`src/rtl/data_unpack_pkg.sv`:
```
// Shared types and limits for the data_unpack front-end arbiter.
package data_unpack_pkg;

    typedef enum logic {
        IDLE   = 1'b0,
        LOCKED = 1'b1
    } arb_state_t;

    localparam int ARB_MAX_REQ = 8;
    localparam int ARB_CNT_W   = 16;

endpackage

```
`src/rtl/data_unpack_arb_rr_pick.sv`:
```
// Combinational round-robin picker: first requester after last_i, skipping
// any index set in excl_i.
module rr_pick #(
    parameter int N  = 4,
    parameter int IW = $clog2(N)
) (
    input  logic [N-1:0]  req_i,
    input  logic [IW-1:0] last_i,
    input  logic [N-1:0]  excl_i,
    output logic          found_o,
    output logic [IW-1:0] idx_o
);

    always_comb begin
        logic [IW-1:0] j;
        j       = '0;
        found_o = 1'b0;
        idx_o   = '0;
        for (int k = 1; k <= N; k++) begin
            j = IW'((int'(last_i) + k) % N);
            if (!found_o && req_i[j] && !excl_i[j]) begin
                found_o = 1'b1;
                idx_o   = j;
            end
        end
    end

endmodule

```
`src/rtl/data_unpack_arb.sv`:
```
// Packet-level round-robin arbiter feeding one data_unpack; grant held SOP..EOP.
// Define DATA_UNPACK_ARB_STATS_EN to add per-port packet/drop counters.
//
//   state  | meaning
//   IDLE   | no grant; sop words wait, stray words are dropped
//   LOCKED | grant_id forwarded to the unpacker until its EOP is accepted
module data_unpack_arb
    import data_unpack_pkg::*;
#(
    parameter  int NUM_REQ = 4,
    parameter  int DATA_W  = 32,
    localparam int IW      = $clog2(NUM_REQ)
) (
    input  logic                      clk,
    input  logic                      rst,
    input  logic [NUM_REQ-1:0]        req_valid,
    output logic [NUM_REQ-1:0]        req_ready,
    input  logic [NUM_REQ*DATA_W-1:0] req_data,
    input  logic [NUM_REQ-1:0]        req_sop,
    input  logic [NUM_REQ-1:0]        req_eop,
    output logic                      m_valid,
    input  logic                      m_ready,
    output logic [DATA_W-1:0]         m_data,
    output logic                      m_sop,
    output logic                      m_eop,
    output logic [IW-1:0]             grant_id,
    output logic                      busy,
`ifdef DATA_UNPACK_ARB_STATS_EN
    output logic                      proto_err,
    output logic [NUM_REQ*ARB_CNT_W-1:0] pkt_cnt_o,
    output logic [NUM_REQ*ARB_CNT_W-1:0] drop_cnt_o
`else
    output logic                      proto_err
`endif
);

    arb_state_t         state_q, state_d;
    logic [IW-1:0]      grant_q, grant_d, last_q, last_d;
    logic               first_q, first_d, perr_q, perr_d;
    logic               locked, g_valid, g_sop, g_eop, g_acc, g_eop_acc;
    logic [NUM_REQ-1:0] cand, excl;
    logic               pick_found;
    logic [IW-1:0]      pick_idx;

    assign locked    = (state_q == LOCKED);
    assign g_valid   = req_valid[grant_q];
    assign g_sop     = req_sop[grant_q];
    assign g_eop     = req_eop[grant_q];
    assign g_acc     = locked & g_valid & m_ready & ~rst;
    assign g_eop_acc = g_acc & g_eop;
    assign cand      = req_valid & req_sop;
    // While locked the current owner is excluded so hand-off prefers others.
    assign excl      = locked ? (NUM_REQ'(1) << grant_q) : '0;

    rr_pick #(.N(NUM_REQ)) u_pick (
        .req_i   (cand),
        .last_i  (last_q),
        .excl_i  (excl),
        .found_o (pick_found),
        .idx_o   (pick_idx)
    );

    assign m_valid   = locked & g_valid & ~rst;
    assign m_data    = locked ? req_data[grant_q*DATA_W +: DATA_W] : '0;
    assign m_sop     = locked & g_sop;
    assign m_eop     = locked & g_eop;
    assign grant_id  = grant_q;
    assign busy      = locked;
    assign proto_err = perr_q;

    always_comb begin
        req_ready = '0;
        for (int i = 0; i < NUM_REQ; i++) begin
            if (locked && grant_q == IW'(i))
                req_ready[i] = m_ready & ~rst;
            else
                req_ready[i] = req_valid[i] & ~req_sop[i] & ~rst;
        end
    end

    always_comb begin
        state_d = state_q;
        grant_d = grant_q;
        last_d  = last_q;
        first_d = first_q;
        perr_d  = 1'b0;
        case (state_q)
            IDLE: begin
                if (pick_found) begin
                    state_d = LOCKED;
                    grant_d = pick_idx;
                    last_d  = pick_idx;
                    first_d = 1'b1;
                end
            end
            LOCKED: begin
                if (g_acc) begin
                    first_d = 1'b0;
                    perr_d  = g_sop & ~first_q;
                    if (g_eop) begin
                        if (pick_found) begin
                            grant_d = pick_idx;
                            last_d  = pick_idx;
                            first_d = 1'b1;
                        end else if (g_valid && g_sop) begin
                            first_d = 1'b1;
                        end else begin
                            state_d = IDLE;
                        end
                    end
                end
            end
            default: state_d = IDLE;
        endcase
    end

    always_ff @(posedge clk) begin
        if (rst) begin
            state_q <= IDLE;
            grant_q <= '0;
            last_q  <= IW'(NUM_REQ - 1);
            first_q <= 1'b0;
            perr_q  <= 1'b0;
        end else begin
            state_q <= state_d;
            grant_q <= grant_d;
            last_q  <= last_d;
            first_q <= first_d;
            perr_q  <= perr_d;
        end
    end

`ifdef DATA_UNPACK_ARB_STATS_EN
    for (genvar i = 0; i < NUM_REQ; i++) begin : g_stats
        logic [ARB_CNT_W-1:0] pkt_q, drop_q;
        logic                 is_grant, drop_ev, pkt_ev;

        assign is_grant = locked && (grant_q == IW'(i));
        assign drop_ev  = req_valid[i] & req_ready[i] & ~req_sop[i] & ~is_grant;
        assign pkt_ev   = g_eop_acc & is_grant;

        always_ff @(posedge clk) begin
            if (rst) begin
                pkt_q  <= '0;
                drop_q <= '0;
            end else begin
                if (pkt_ev && pkt_q != '1)
                    pkt_q <= pkt_q + 1'b1;
                if (drop_ev && drop_q != '1)
                    drop_q <= drop_q + 1'b1;
            end
        end

        assign pkt_cnt_o[i*ARB_CNT_W +: ARB_CNT_W]  = pkt_q;
        assign drop_cnt_o[i*ARB_CNT_W +: ARB_CNT_W] = drop_q;
    end
`endif

endmodule

```
`config.mk`:
```
export PLATFORM = sky130hd
export DESIGN_NAME = data_unpack_arb
export DESIGN_NICKNAME = d
export VERILOG_FILES = /design/src/rtl/data_unpack_pkg.sv /design/src/rtl/data_unpack_arb_rr_pick.sv /design/src/rtl/data_unpack_arb.sv
export SDC_FILE = /design/constraint.sdc
export NUM_CORES = 1
export LEC_CHECK = 0
export BUFFER_PORTS_ARGS = -buffer_cell sky130_fd_sc_hd__buf_2
export CAP_MARGIN = 10
export CELL_PAD_IN_SITES_DETAIL_PLACEMENT = 1
export CELL_PAD_IN_SITES_GLOBAL_PLACEMENT = 1
export CORE_UTILIZATION = 26
export CTS_CLUSTER_DIAMETER = 200
export DETAILED_ROUTE_END_ITERATION = 10
export HOLD_SLACK_MARGIN = 0.03
export PLACE_DENSITY = 0.88
export SYNTH_ARGS = -nofsm -noshare
export SYNTH_HDL_FRONTEND = slang
export SYNTH_SLANG_ARGS = --single-unit
```
`constraint.sdc`:
```
create_clock -name clk -period 2.8 [get_ports clk]
set_input_delay 0.56 -clock clk [delete_from_list [all_inputs] [get_ports clk]]
set_output_delay 0.56 -clock clk [all_outputs]
set_load 0.005 [all_outputs]
```
Yosys cells after proc, flatten, opt, wreduce, memory -nomap -nowiden:

Index checks and enable logic that the tools add are counted.

* flip-flop bits (word level): 7
* logic and storage cells: 124

* $lt $le $gt $ge: 5
* shifts and indexed selects: 2
* muxes and demuxes: 54
* equality and inequality tests: 6
* reductions and logical operators: 23
* add/sub/neg operators: 4
* bitwise operators: 25

Operators by type and width (count)
* variable part select 128 x 8 -> 32 bit: 1
* two-way mux 32 bit: 1
* two-way mux 1 bit: 27
* binary-select mux 1 bit (select 2 bit): 11
* two-way mux 2 bit: 10
* bitwise AND 1 bit: 16
* < comparator 2 x 3 -> 1 bit, second input constant: 5
* logical AND 1 bit: 12
* inverter 1 bit: 8
* one-hot mux 2 bit (2 select lines): 2
* zero test 1 bit: 7
* adder 2 x 1 -> 2 bit, second input constant: 2
* adder 2 bit, second input constant: 2
* bitwise AND 4 bit: 1
* == test 2 bit, second input constant: 2
* two-way mux 4 bit: 1
* != test 2 x 1 -> 1 bit, second input constant: 2
* one-hot mux 1 bit (2 select lines): 2
* AND reduction 2 bit: 2
* left shift 1 x 2 -> 4 bit, first input constant: 1
* OR reduction 3 bit: 1
* == test 2 x 1 -> 1 bit, second input constant: 1
* zero test 2 bit: 1
* != test 2 bit, second input constant: 1

Depth between registers and ports, before layout:

* word-level depth: 23
* mapped depth: 8

Hierarchy:

From an unflattened synthesis, not the netlist that was laid out.

* cells, all modules: 164
* area, all modules: 1694.1 um2

By module, submodules not included
* data_unpack_arb: cells each 147, instances 1, sequential area each 140.1 um2, area each 1567.8 um2
* rr_pick: cells each 17, instances 1, sequential area each 0.0 um2, area each 126.4 um2

Worst setup path before layout:

No wires, ideal clock.

* path kind: register to output
* from: reg grant_q[0], in the netlist grant_id[0]
* to: out m_data[10]
* cell stages (with the launch flop): 6
* data required time: 2.240 ns
* data arrival time: 1.635 ns
* setup slack: 0.605 ns
* buffers on the path: 3
* path through: dfxtp_1 > buf_4 > buf_4 > buf_2 > mux4_2 > and2_1

* word-level cells in the longest chain between the ends: 2

RTL lines
* start: declaration: RTL line data_unpack_arb.sv:38 `logic [IW-1:0] grant_q, grant_d, last_q, last_d;`
* start signal: assignment: RTL line data_unpack_arb.sv:126 `grant_q <= grant_d;`
* variable part select 128 x 8 -> 32 bit: RTL line data_unpack_arb.sv:64 `assign m_data = locked ? req_data[grant_q*DATA_W +: DATA_W] : '0;`
* two-way mux 32 bit: RTL line data_unpack_arb.sv:64
* end: declaration: RTL line data_unpack_arb.sv:23 `output logic [DATA_W-1:0] m_data,`

No other way between the ends.

Final worst setup path:

* from: reg state_q, in the netlist busy
* to: out req_ready[3]

* word-level cells in the longest chain between the ends: 2

RTL lines
* start: declaration: RTL line data_unpack_arb.sv:37 `arb_state_t state_q, state_d;`
* start signal: assignment: RTL line data_unpack_arb.sv:125 `state_q <= state_d;`
* logical AND 1 bit: RTL line data_unpack_arb.sv:74 `if (locked && grant_q == IW'(i))`
* two-way mux 1 bit: RTL line data_unpack_arb.sv:74
* end: declaration: RTL line data_unpack_arb.sv:17 `output logic [NUM_REQ-1:0] req_ready,`

No other way between the ends.

==> flow_summary_export.csv <==
group,metric,value,unit
outcome,status,"finished clean",
sta,finalSetupTns,0,ns
floorplan,initial_utilization,27.4,%
pwr,powerDensity,446,nW/um^2
layout,num-fill-cells,934,
drt,viasPerCell,5.30,
drt,avgRoutedWirePerCell,18.5,um
sta,setup_viol,0,
global_route,antenna_found_initial,0,
synthesis,synth-simple-area-share,28.0,%
sta,period_share,87.7,%
floorplan,die_w,90.2,um
cts,root_buffer,"clkbuf_8",
synthesis,syn_area_per_cell,9.95,um^2
cts,numClockSinks,7,
placement,placed_area,3000,um^2
sta,hold_violations,0,
global_route,overflow,0,
critical_path,critPathLaunchType,"flop",
cts,postCtsSetupBuffers,0,
layout,syn_to_final_growth,50.7,%
flow_run,drv_cap,0,
layout,fin_nets,521,
critical_path,critical_path_class,"flop to primary output",
cts,path_clk_slew,0.04,ns
synthesis,seq_area_frac_synth,6.93,%
sta,max_slew_margin,57.0,%
drt,vias,2525,
floorplan,dieArea,8130,um^2
synthesis,yosysWarnings,0,
worst_hold_path,min_to,"proto_err$_SDFF_PP0_",
critical_path,cp.required,2.24,ns
sta,grt_setup_unrepaired,"no",
placement,gp_congestion,0.962,
critical_path,r2r_setup_slack,0.41,ns
layout,drive_gt1_share,64.7,%
layout,regArea,143,um^2
floorplan,fp.dieH,90.2,um
cts,clk_latency,0.23,ns
sta,fmax,407,MHz
synthesis,muxShareOfSynthArea,40.6,%
drt,antenna_left,0,
synthesis,synth_top_family_by_area,"multiplexers",
cts,cts_tree,"built",
synthesis,ys_ff_latch,7,
cts,h-tree-depth,1,
critical_path,worstReg2RegStart,"busy$_SDFF_PP0_",
critical_path,endpoint_kind,"primary output",
floorplan,ios,186,
sta,skew,0.00359,ns
placement,port_buffers,185,
synthesis,synthAdderAreaFrac,0,%
sta,drv_slew,0,
drt,drc,0,
layout,final_cell_mix,"185 x buf_2, 35 x mux4_2, 34 x and2_1, 12 x nand2_1, 12 x a21oi_1",
layout,layout.cells.most_common,"buf_2",
layout,multi_input_area,1720,um^2
worst_hold_path,whs_path_depth,1,
global_route,grt_pass1_vias,2829,
cts,cts_hold_buf,0,
layout,n_antenna_cell,0,
critical_path,arrival,1.89,ns
sta,worst_slack,0.345,ns
critical_path,critPathMaxFanout,18,
synthesis,syn_area,2020,um^2
layout,postLayoutCellArea,3050,um^2
cts,clockBufferDepth,2,
global_route,grt_pass1_wl,14.3,mm
global_route,grt_max_degree,28,
drt,first_pass_iters,4,
floorplan,coreArea,7370,um^2
synthesis,synth_cell_types,58,
cts,cts-buffers-inserted,3,
synthesis,synth_edf_count,0,
floorplan,rows,31,
cts,cts_resized,0,
critical_path,r2r-end,"last_q[0]$_SDFFE_PP1P_",
synthesis,synth_compound_area_share,15.4,%
drt,first_iter_violations,128,
pwr,leakagePower,1.43,nW
worst_hold_path,hold_path.class,"flop to flop",
drt,wirelength,8.81,mm
synthesis,async_reset_ff_share,0,%
critical_path,reg2reg_depth,6,
synthesis,synth_xor_area_share,1.24,%
synthesis,synth_nets,346,
worst_hold_path,min_from,"first_q$_SDFFE_PP0P_",
sta,worst_pin_slew,0.643,ns
global_route,grt_usage,21.7,%
pwr,peakVddDrop,0.328,mV
sta,min_period,2.45,ns
placement,dpl.hpwl,7.47,mm
synthesis,synthFlopType,"dfxtp_1",
placement,pre_cts_ws,0.487,ns
synthesis,synthCells,203,
-- stage by stage --
| step | total power (W) | instances | util, % | hold slack [ns] |
|---|---|---|---|---|
| global route | 0.00146 | 476 | 41.3 | 0.466 |
| finish | 0.00136 | 476 | 41.3 | 0.457 |
| detailed placement | 0.00122 | 472 | 40.7 | 0.440 |
| floorplan | 0.000876 | 203 | - | 0.398 |
| global placement | 0.00118 | 472 | 40.7 | 0.419 |
| CTS | 0.00137 | 476 | 41.3 | 0.450 |
-- worst max-delay path, cell delays in order (launching register included) --
cell and delay [ns]:
dfxtp_1 0.48, and3_1 0.39, or3b_2 0.49, a21oi_1 0.17
buf_2 0.14
-- sequential cells by signal (all words and copies together) (netlist names) --
name       cells
grant_id       2
first_q        1
proto_err      1
busy           1
last_q         2
-- worst max-delay path by stage --
stage	startpoint	to	slack, ns
floorplan	grant_id[0]$_SDFFE_PP0P_	m_data[10]	0.60
global placement	grant_id[0]$_SDFFE_PP0P_	m_data[16]	0.57
detailed placement	busy$_SDFF_PP0_	last_q[0]$_SDFFE_PP1P_	0.49
CTS	grant_id[0]$_SDFFE_PP0P_	m_data[16]	0.32
global route	busy$_SDFF_PP0_	req_ready[3]	0.19
finish	busy$_SDFF_PP0_	req_ready[3]	0.35
-- cell usage after synthesis (2+ instances only) --
library cell | number | area, um^2
or3b_2 | 2 | 17.5
buf_1 | 3 | 11.3
o22ai_1 | 3 | 18.8
a21oi_1 | 12 | 60.1
a31oi_1 | 2 | 12.5
nand2_1 | 12 | 45.0
o21ai_1 | 3 | 15.0
o21ai_0 | 4 | 20.0
and2_4 | 2 | 17.5
or2_1 | 3 | 18.8
mux4_2 | 35 | 788
buf_6 | 2 | 22.5
nor3b_1 | 4 | 30.0
and2_1 | 34 | 213
nand4b_1 | 2 | 17.5
o211ai_1 | 2 | 15.0
inv_1 | 3 | 11.3
o221ai_1 | 2 | 17.5
nor2_1 | 9 | 33.8
nand3b_1 | 3 | 22.5
nor4_1 | 3 | 18.8
clkbuf_1 | 3 | 11.3
dfxtp_1 | 7 | 140
nand3_1 | 5 | 25.0
and3b_1 | 2 | 17.5
buf_2 | 7 | 35.0
buf_4 | 3 | 22.5
-- where the power goes --
group | switching (W) | total (W) | internal [W]
Sequential | 0.0000846 | 0.000207 | 0.000122
Clock | 0.0000438 | 0.000142 | 0.0000985
Combinational | 0.000438 | 0.00101 | 0.000570
Total | 0.000566 | 0.00136 | 0.000791
-- area by class of cell --
| class | count | share of cell area, % |
|---|---|---|
| Inverter | 4 | 0.493 |
| Sequential cell | 7 | 4.68 |
| Clock buffer | 4 | 1.48 |
| Timing Repair Buffer | 191 | 32.7 |
| Tap cell | 99 | 4.07 |
| Multi-Input combinational cell | 171 | 56.6 |
-- routing by layer --
| layer | routed length (um) | track usage, % |
|---|---|---|
| met3 | 651 | 4.91 |
| met2 | 4650 | 41.9 |
| met1 | 3410 | 23.9 |
| met4 | 99 | 4.17 |
| met5 | 0 | 0 |
-- kinds of logic after synthesis --
kind of cell | after synthesis
and+or+nand+nor | 90
AOI/OAI and AO/OA | 41
muxes | 38
buffers and inverters | 25
DFF | 7
xor gates and xnor gates | 2
Power figures use the tool's default switching activity.
